[src/rtl/box_filter_pkg.sv]
// ---------------------------------------------------------------------------
// box_filter_pkg
// Shared widths, latency and helpers for the box-filter window stage.
//   col_w(cd, bd) : width needed for a sum of bd samples of cd bits
//   sum_w(cd, bd) : width needed for a sum of bd*bd samples of cd bits
//   LATENCY       : register stages from buff_i/dv_i to data_o/dv_o
//   pix_t         : default-width pixel sample
// ---------------------------------------------------------------------------
package box_filter_pkg;

    localparam int LATENCY   = 4;
    localparam int PIX_W_DEF = 11;

    typedef logic [PIX_W_DEF-1:0] pix_t;

    function automatic int col_w(input int cd, input int bd);
        return cd + $clog2(bd);
    endfunction

    function automatic int sum_w(input int cd, input int bd);
        return cd + $clog2(bd * bd);
    endfunction

endpackage

[src/rtl/sync_delay.sv]
// ---------------------------------------------------------------------------
// sync_delay
// Fixed-depth shift register used to keep side-band signals in step with
// the filter datapath.
//   clk : rising-edge clock
//   rst : asynchronous active-low reset, clears every stage
//   i_d : WIDTH-bit input word
//   o_q : i_d delayed by DEPTH cycles
// ---------------------------------------------------------------------------
module sync_delay #(
    parameter int WIDTH = 4,
    parameter int DEPTH = 4
) (
    input  logic             clk,
    input  logic             rst,
    input  logic [WIDTH-1:0] i_d,
    output logic [WIDTH-1:0] o_q
);

    logic [DEPTH-1:0][WIDTH-1:0] r_pipe;

    always_ff @(posedge clk or negedge rst) begin
        if (!rst) begin
            r_pipe <= '0;
        end else begin
            r_pipe[0] <= i_d;
            for (int i = 1; i < DEPTH; i++) r_pipe[i] <= r_pipe[i-1];
        end
    end

    assign o_q = r_pipe[DEPTH-1];

endmodule

[src/rtl/box_filter_window.sv]
// ---------------------------------------------------------------------------
// box_filter_window
// Slides a BUF_DEPTH x BUF_DEPTH window over the pixel columns delivered by
// the line buffer and outputs the rounded window mean (box blur), 4 cycles
// after the column enters. The window is causal: data_o belongs to the
// newest column. Sync signals are delayed to match, and full_o marks outputs
// whose window contains only active pixels.
//   clk    : rising-edge clock
//   rst    : asynchronous active-low reset
//   buff_i : BUF_DEPTH-row pixel column, index 0 = newest row
//   dv_i   : column valid
//   hs_i   : horizontal sync (active high)
//   vs_i   : vertical sync (active high)
//   data_o : filtered pixel
//   dv_o   : dv_i delayed by 4
//   hs_o   : hs_i delayed by 4
//   vs_o   : vs_i delayed by 4
//   full_o : window complete, qualifies data_o
// ---------------------------------------------------------------------------
module box_filter_window #(
    parameter int COLORDEPTH  = 11,
    parameter int SCREENWIDTH = 25,
    parameter int BUF_DEPTH   = 5,
    parameter int NORM_MUL    = 2621,
    parameter int NORM_SHIFT  = 16
) (
    input  logic                                  clk,
    input  logic                                  rst,
    input  logic [BUF_DEPTH-1:0][COLORDEPTH-1:0]  buff_i,
    input  logic                                  dv_i,
    input  logic                                  hs_i,
    input  logic                                  vs_i,
    output logic [COLORDEPTH-1:0]                 data_o,
    output logic                                  dv_o,
    output logic                                  hs_o,
    output logic                                  vs_o,
    output logic                                  full_o
);
    import box_filter_pkg::*;

    localparam int COL_W  = col_w(COLORDEPTH, BUF_DEPTH);
    localparam int SUM_W  = sum_w(COLORDEPTH, BUF_DEPTH);
    localparam int PROD_W = SUM_W + 17;
    localparam int CCNT_W = $clog2(SCREENWIDTH + 1);
    localparam int LCNT_W = $clog2(BUF_DEPTH);

    localparam logic [CCNT_W-1:0] COL_MAX  = CCNT_W'(BUF_DEPTH - 1);
    localparam logic [LCNT_W-1:0] LINE_MAX = LCNT_W'(BUF_DEPTH - 1);
    localparam logic [PROD_W-1:0] ROUND    = PROD_W'(1) << (NORM_SHIFT - 1);
    localparam logic [PROD_W-1:0] PIX_MAX  = PROD_W'((1 << COLORDEPTH) - 1);

    // ---------------- S1: vertical column sum ----------------
    logic [COL_W-1:0] w_colsum;
    logic [COL_W-1:0] r_colsum;
    logic             r_v1;

    always_comb begin
        w_colsum = '0;
        for (int i = 0; i < BUF_DEPTH; i++) w_colsum = w_colsum + COL_W'(buff_i[i]);
    end

    // ---------------- S2: horizontal column history ----------------
    logic [BUF_DEPTH-1:0][COL_W-1:0] r_col;

    // ---------------- S3: window sum ----------------
    logic [SUM_W-1:0] w_wsum;
    logic [SUM_W-1:0] r_wsum;

    always_comb begin
        w_wsum = '0;
        for (int i = 0; i < BUF_DEPTH; i++) w_wsum = w_wsum + SUM_W'(r_col[i]);
    end

    // ---------------- S4: normalise with rounding, clamp ----------------
    logic [PROD_W-1:0]     w_prod;
    logic [PROD_W-1:0]     w_norm;
    logic [COLORDEPTH-1:0] w_pix;
    logic [COLORDEPTH-1:0] r_data;

    always_comb begin
        w_prod = PROD_W'(r_wsum) * PROD_W'(NORM_MUL) + ROUND;
        w_norm = w_prod >> NORM_SHIFT;
        if (w_norm > PIX_MAX) w_pix = PIX_MAX[COLORDEPTH-1:0];
        else                  w_pix = w_norm[COLORDEPTH-1:0];
    end

    always_ff @(posedge clk or negedge rst) begin
        if (!rst) begin
            r_colsum <= '0;
            r_v1     <= 1'b0;
            r_col    <= '0;
            r_wsum   <= '0;
            r_data   <= '0;
        end else begin
            r_colsum <= w_colsum;
            r_v1     <= dv_i;
            // blanking columns push zeros so they never leak into a window
            r_col[0] <= r_v1 ? r_colsum : '0;
            for (int i = 1; i < BUF_DEPTH; i++) r_col[i] <= r_col[i-1];
            r_wsum   <= w_wsum;
            r_data   <= w_pix;
        end
    end

    assign data_o = r_data;

    // ---------------- window-completeness tracking ----------------
    logic [CCNT_W-1:0] r_col_cnt;
    logic [CCNT_W-1:0] w_col_cnt_nxt;
    logic [LCNT_W-1:0] r_line_cnt;
    logic [LCNT_W-1:0] w_line_cnt_nxt;
    logic              r_dv_d;
    logic              r_vs_d;
    logic              w_line_end;
    logic              w_vs_rise;
    logic              w_full0;

    assign w_line_end = r_dv_d & ~dv_i;
    assign w_vs_rise  = vs_i & ~r_vs_d;

    always_comb begin
        w_col_cnt_nxt = '0;
        if (dv_i) w_col_cnt_nxt = (r_col_cnt == COL_MAX) ? r_col_cnt : r_col_cnt + 1'b1;

        w_line_cnt_nxt = r_line_cnt;
        if (w_vs_rise)       w_line_cnt_nxt = '0;
        else if (w_line_end) w_line_cnt_nxt = (r_line_cnt == LINE_MAX) ? r_line_cnt
                                                                          : r_line_cnt + 1'b1;
    end

    // r_col_cnt counts the valid columns already seen on this line, so
    // reaching BUF_DEPTH-1 together with a valid current column means all
    // BUF_DEPTH columns of the window are real pixels (column index >= 4).
    assign w_full0 = dv_i & (r_col_cnt == COL_MAX) & (r_line_cnt == LINE_MAX);

    always_ff @(posedge clk or negedge rst) begin
        if (!rst) begin
            r_col_cnt  <= '0;
            r_line_cnt <= '0;
            r_dv_d     <= 1'b0;
            r_vs_d     <= 1'b0;
        end else begin
            r_col_cnt  <= w_col_cnt_nxt;
            r_line_cnt <= w_line_cnt_nxt;
            r_dv_d     <= dv_i;
            r_vs_d     <= vs_i;
        end
    end

    // ---------------- side-band delay ----------------
    logic [3:0] w_sync;

    sync_delay #(
        .WIDTH (4),
        .DEPTH (LATENCY)
    ) u_sync (
        .clk (clk),
        .rst (rst),
        .i_d ({dv_i, hs_i, vs_i, w_full0}),
        .o_q (w_sync)
    );

    assign {dv_o, hs_o, vs_o, full_o} = w_sync;

endmodule

[config.mk]
export PLATFORM = sky130hd
export DESIGN_NAME = box_filter_window
export DESIGN_NICKNAME = d
export VERILOG_FILES = /design/src/rtl/box_filter_pkg.sv /design/src/rtl/sync_delay.sv /design/src/rtl/box_filter_window.sv
export SDC_FILE = /design/constraint.sdc
export NUM_CORES = 1
export LEC_CHECK = 0
export BUFFER_PORTS_ARGS = -buffer_cell sky130_fd_sc_hd__buf_4
export CAP_MARGIN = 20
export CORE_AREA = 2 2 168 170
export DETAILED_ROUTE_END_ITERATION = 12
export DIE_AREA = 0 0 170 172
export PLACE_DENSITY = 0.65
export SKIP_CTS_REPAIR_TIMING = 1
export SLEW_MARGIN = 0
export SYNTH_ARGS = -nofsm -noshare
export SYNTH_HDL_FRONTEND = slang
export SYNTH_SLANG_ARGS = --single-unit
[constraint.sdc]
create_clock -name clk -period 6.3 [get_ports clk]
set_input_delay 0.315 -clock clk [delete_from_list [all_inputs] [get_ports clk]]
set_output_delay 0.315 -clock clk [all_outputs]
set_load 0.05 [all_outputs]
Yosys cells after proc, flatten, opt, wreduce, memory -nomap -nowiden
Cells that the tools add are included.
{"block": "op_classes", "addsub": 11, "multipliers": 1, "order_cmp": 1, "eq_ne": 4, "muxes": 7, "bitwise": 6, "reduce_logical": 2}
{"op": "adder 16 x 14 -> 16 bit", "count": 2}
{"op": "adder 28 x 16 -> 29 bit (second input constant)", "count": 1}
{"op": "multiplier 16 x 12 -> 28 bit (second input constant)", "count": 1}
{"op": "adder 15 x 14 -> 16 bit", "count": 1}
{"op": "adder 14 x 14 -> 15 bit", "count": 1}
{"op": "adder 13 x 11 -> 14 bit", "count": 1}
{"op": "adder 14 x 11 -> 14 bit", "count": 1}
{"op": "two-way mux 14 bit", "count": 1}
{"op": "adder 12 x 11 -> 13 bit", "count": 1}
{"op": "greater-than comparator 13 x 11 -> 1 bit (second input constant)", "count": 1}
{"op": "adder 11 x 11 -> 12 bit", "count": 1}
{"op": "two-way mux 11 bit", "count": 1}
{"op": "two-way mux 5 bit", "count": 2}
{"op": "two-way mux 3 bit", "count": 3}
{"op": "adder 5 x 1 -> 5 bit (second input constant)", "count": 1}
{"op": "== test 5 x 3 -> 1 bit (second input constant)", "count": 1}
{"op": "AND 1 bit", "count": 4}
{"op": "!= test 2 bit (second input constant)", "count": 2}
{"op": "adder 3 x 1 -> 3 bit (second input constant)", "count": 1}
{"op": "== test 3 bit (second input constant)", "count": 1}
{"op": "NOT 1 bit", "count": 2}
{"op": "AND reduction 2 bit", "count": 1}
{"op": "nonzero test 2 bit", "count": 1}
{"block": "word_totals", "reg_bits": 137, "elab_cells": 48}

Logic depth before layout (Yosys ltp)
{"block": "logic_depth", "depth_word": 4, "mapped_depth": 21, "mapped_depth_nobuf": 20}

Hierarchy
From an unflattened synthesis, not the netlist that was laid out.
{"block": "unflattened", "cells_unflattened": 827, "hier_area_um2": 10103.4}
{"mod": "box_filter_window", "instances": 1, "cells_each": 807, "area_per_inst_um2": 9673.0, "seq_area_each_um2": 3027.9}
{"mod": "sync_delay", "instances": 1, "cells_each": 20, "area_per_inst_um2": 430.4, "seq_area_each_um2": 400.4}

Least setup slack after synthesis
No wires, ideal clock.
{"block": "synth_timing", "path_kind": "register to register", "startpoint": "register r_wsum[9]", "endpoint": "register r_data[6] (netlist: data_o[6])", "setup_time_ns": 0.118, "arrival_time_ns": 4.882, "t_required_ns": 6.182, "path_slack_ns": 1.300, "path_stages_with_launch": 19, "path_buffers": 0, "cell_sequence": "dfrtp_1 > fa_1 > ha_1 > inv_1 > fa_1 > inv_1 > fa_1 > inv_1 > fa_1 > inv_1 > ha_1 > a21o_1 > a221oi_2 > nand2_1 > o41ai_4 > o21ai_2 > o21a_1 > or3_1 > a21o_1"}
{"block": "synth_between", "elab_chain_len": 4}
{"item": "start: declaration", "line_no": "box_filter_window.sv:67", "source": "logic [SUM_W-1:0] r_wsum;"}
{"item": "start signal: assignment", "line_no": "box_filter_window.sv:100", "source": "r_wsum <= w_wsum;"}
{"item": "multiplier 16 x 12 -> 28 bit (*)", "line_no": "box_filter_window.sv:81", "source": "w_prod = PROD_W'(r_wsum) * PROD_W'(NORM_MUL) + ROUND;"}
{"item": "adder 28 x 16 -> 29 bit (*)", "line_no": "box_filter_window.sv:81"}
{"item": "greater-than comparator 13 x 11 -> 1 bit", "line_no": "box_filter_window.sv:83", "source": "if (w_norm > PIX_MAX) w_pix = PIX_MAX[COLORDEPTH-1:0];"}
{"item": "two-way mux 11 bit (*)", "line_no": "box_filter_window.sv:83"}
{"item": "named net w_pix[6]", "line_no": "box_filter_window.sv:77", "source": "logic [COLORDEPTH-1:0] w_pix;"}
{"item": "end signal: assignment", "line_no": "box_filter_window.sv:101", "source": "r_data <= w_pix;"}
{"item": "end: declaration", "line_no": "box_filter_window.sv:78", "source": "logic [COLORDEPTH-1:0] r_data;"}
Mark *: on every way through the listed nets, which the timed path passes. The rest lies on a longest branch.
A chain may end at the register's enable or synchronous reset.

Worst setup path after layout
{"block": "layout_timing", "startpoint": "register r_wsum[9]", "endpoint": "register r_data[0] (netlist: data_o[0])"}
Same word-level chain as after synthesis.

==> flow_results.xml <==
<?xml version="1.0" encoding="UTF-8"?>
<metrics>
  <group name="outcome">
    <metric name="run_status" unit="">complete, no violations</metric>
  </group>
  <group name="route">
    <metric name="via_count" unit="">5845</metric>
    <metric name="drc_errors" unit="">0</metric>
    <metric name="per_cell_via_count_in_the_routed_design" unit="">4.58</metric>
    <metric name="detailedRoute.firstPassIterationCount" unit="">4</metric>
    <metric name="final_antenna_net_count" unit="">0</metric>
    <metric name="detailedRoute.firstIterationViolations" unit="">214</metric>
    <metric name="routedWlPerCell" unit="µm">12.9</metric>
    <metric name="wirelength" unit="mm">16.4</metric>
  </group>
  <group name="yosys">
    <metric name="synth.lib_cells_used.distinct" unit="">52</metric>
    <metric name="netlist_instances" unit="">823</metric>
    <metric name="yosys_warnings" unit="">0</metric>
    <metric name="synth.top_cell.area_share" unit="%">33.6</metric>
    <metric name="postSynth.topFlopCell" unit="">dfrtp_1</metric>
    <metric name="synth_top_cell_by_area" unit="">dfrtp_1</metric>
    <metric name="synth_area_leaders" unit="">dfrtp_1, fa_1, ha_1</metric>
    <metric name="synth_nets" unit="">1159</metric>
    <metric name="syn_avg_cell_area" unit="µm²">12.2</metric>
    <metric name="synth-seq-area-share" unit="%">33.6</metric>
    <metric name="synth-seq-cells" unit="">135</metric>
    <metric name="synth_area" unit="µm²">10000</metric>
    <metric name="synth_enable_flop_cells" unit="">0</metric>
    <metric name="ys_async_sr_fraction" unit="%">100</metric>
  </group>
  <group name="die">
    <metric name="die-area" unit="µm²">29200</metric>
    <metric name="io_pins" unit="">75</metric>
    <metric name="die-height" unit="µm">172</metric>
    <metric name="floorplan.core_area" unit="µm²">27500</metric>
    <metric name="std_cell_rows" unit="">61</metric>
    <metric name="floorplan.initialDensity" unit="%">36.6</metric>
    <metric name="dieWidth" unit="µm">170</metric>
  </group>
  <group name="sta">
    <metric name="post-route-period-util" unit="%">87.0</metric>
    <metric name="finalWorstPathRequiredPeriod" unit="ns">5.48</metric>
    <metric name="setup_viol" unit="">0</metric>
    <metric name="final.setup_skew" unit="ns">0.0123</metric>
    <metric name="final_hold_viol_count" unit="">0</metric>
    <metric name="max_freq" unit="MHz">182</metric>
    <metric name="timing.slew.headroom" unit="%">38.8</metric>
    <metric name="rsz0062_at_grt" unit="">no</metric>
    <metric name="timing_worst_slew_pin_value" unit="ns">0.906</metric>
    <metric name="totalNegativeSetupSlack" unit="ns">0</metric>
    <metric name="maxSlewViolCount" unit="">0</metric>
  </group>
  <group name="final_layout">
    <metric name="final_non_filler_cell_area" unit="µm²">11700</metric>
    <metric name="post-route-util" unit="%">42.5</metric>
    <metric name="area_growth_syn_to_layout" unit="%">16.3</metric>
    <metric name="drive_above_1_share" unit="%">12.4</metric>
    <metric name="fin_nets" unit="">1252</metric>
    <metric name="antenna_cells_inserted" unit="">0</metric>
  </group>
  <group name="clock_tree">
    <metric name="clock_tree.buffer_depth" unit="">2</metric>
    <metric name="clock_pin_transition_on_the_worst_setup_and_hold_timing_paths" unit="ns">0.07</metric>
    <metric name="buffer_type_at_the_clock_tree_root" unit="">clkbuf_16</metric>
    <metric name="tritoncts_num_sinks" unit="">135</metric>
    <metric name="cts_inserted_buffers" unit="">17</metric>
    <metric name="clk-insertion-delay-late" unit="ns">0.42</metric>
    <metric name="clock_tree.htree_level_count" unit="">4</metric>
    <metric name="cts_tree" unit="">done</metric>
  </group>
  <group name="placed_design">
    <metric name="place.gp.congestion" unit="">0.870</metric>
    <metric name="numPortBuffers" unit="">74</metric>
    <metric name="hpwlAfterDp" unit="mm">13.4</metric>
    <metric name="postPlaceCellArea" unit="µm²">11000</metric>
  </group>
  <group name="setup_path">
    <metric name="worst_setup_path_end_kind" unit="">register</metric>
    <metric name="ff2ff_path_depth" unit="">18</metric>
    <metric name="cp_data_arrival_time" unit="ns">5.83</metric>
    <metric name="worstSetupStartpointType" unit="">register</metric>
    <metric name="worstPathMaxFanout" unit="">11</metric>
    <metric name="cp_data_required_time" unit="ns">6.65</metric>
    <metric name="critical_path_class" unit="">register to register</metric>
  </group>
  <group name="global_route">
    <metric name="grt_first_pass_wirelength" unit="mm">29.1</metric>
    <metric name="grt_antenna_before_repair" unit="">0</metric>
    <metric name="grt_start_max_net_pins" unit="">70</metric>
    <metric name="gr-usage-all-layers" unit="%">12.5</metric>
    <metric name="overflow" unit="">0</metric>
    <metric name="first_global_vias" unit="">6371</metric>
  </group>
  <group name="run">
    <metric name="max_cap_violations" unit="">0</metric>
  </group>
  <group name="worst_hold_path">
    <metric name="min_delay_path_depth" unit="">1</metric>
    <metric name="min_delay_worst_type" unit="">input port to register</metric>
  </group>
</metrics>
[critical path: stages, from the launching register on]
cell	delay, ns
dfrtp_1	0.49
fa_1	0.51
ha_1	0.28
inv_1	0.05
fa_1	0.47
inv_1	0.06
fa_1	0.53
inv_1	0.05
fa_1	0.53
inv_1	0.04
ha_1	0.30
a21o_1	0.20
a221oi_2	0.26
nand2_1	0.15
o41ai_4	0.36
o21ai_2	0.17
mux2i_1	0.15
o211ai_1	0.61
o21bai_1	0.21
[state kept, by name, summed over array words and instances, names as in the netlist]
signal / count
data_o: 11
r_col: 70
r_col_cnt: 5
r_line_cnt: 3
r_wsum: 16
u_sync.r_pipe: 11
u_sync.o_q: 4
r_dv_d: 1
r_colsum: 14
[Yosys cell counts (3+ instances only)]
cell / instances
inv_1: 159
ha_1: 139
fa_1: 137
dfrtp_1: 135
nor2_1: 26
nand2_1: 22
xnor2_1: 22
a21oi_1: 21
and2_1: 19
o21ai_0: 15
nand3_1: 14
a21o_1: 13
nor2b_1: 10
nor3_1: 10
o21bai_1: 7
xor2_1: 6
mux2i_1: 5
nand2b_1: 5
o21a_1: 5
a31oi_1: 4
or3_1: 4
a211oi_1: 3
nor3b_1: 3
o211ai_1: 3
[cells by family after synthesis]
family	Yosys count	synth area share [%]
compound gates	87	5.88
xor+xnor	28	2.44
fa+ha+maj	276	44.6
buf+inv	163	6.10
flops	135	33.6
mux	5	0.498
simple gates	129	6.84
[final timing paths]
check | startpoint | end | slack, ns
max | r_wsum[9] | data_o[0] | 0.82
min | dv_i | r_dv_d | 0.06
max reg2reg | r_wsum[9] | data_o[0] | 0.82
min reg2reg | u_sync.r_pipe[11] | u_sync.o_q[3] | 0.35
max in group asynchronous | rst | r_col[33] | 4.54
min in group asynchronous | rst | data_o[8] | 0.44
[per-stage QoR]
| step | instances | hold WS (ns) | setup slack, ns |
|---|---|---|---|
| 3_3_place_gp | 1240 | 0.332 | 0.865 |
| 6_report | 1275 | 0.0637 | 0.820 |
| 2_1_floorplan | 823 | 0.0194 | 1.30 |
| 4_1_cts | 1272 | -0.114 | 0.778 |
| 3_5_place_dp | 1240 | 0.336 | 0.800 |
| 5_1_grt | 1275 | 0.0592 | 0.440 |
[placed cells by master (no fill, tap or decap), types with 3 or more instances in the layout]
cell,netlist,routed
inv_1,159,159
ha_1,139,139
fa_1,137,137
dfrtp_1,135,135
buf_4,0,74
nor2_1,26,26
nand2_1,22,22
xnor2_1,22,22
a21oi_1,21,21
and2_1,19,19
clkbuf_16,0,17
o21ai_0,15,15
nand3_1,14,14
a21o_1,13,13
nor2b_1,10,10
nor3_1,10,10
o21bai_1,7,7
xor2_1,6,6
o21a_1,5,5
mux2i_1,5,5
nand2b_1,5,5
inv_6,0,5
or3_1,4,4
a31oi_1,4,4
a211oi_1,3,3
o211ai_1,3,3
nor3b_1,3,3
clkinv_4,0,3
inv_8,0,3
dlygate4sd3_1,0,3
[area by class of cell]
type | count | area, µm²
multi-input cells | 525 | 6050
well taps | 346 | 433
inverters | 159 | 597
clock buffers | 18 | 439
flip-flops and latches | 135 | 3380
clock inverters | 14 | 180
repair buffers | 78 | 597
fillers | 2538 | 15800
[layer usage]
metal / vias to the layer above / wire [µm] / GRT usage [%]
met5: - / 0 / 0
met4: 0 / 376 / 5.20
met3: 26 / 494 / 2.40
met2: 94 / 8100 / 21.1
met1: 2893 / 7440 / 15.9
li1: 2832 / - / -
Power is left out: the tool's default activity adds up to more than one toggle a clock period on the data nets, which glitch-free logic cannot reach.
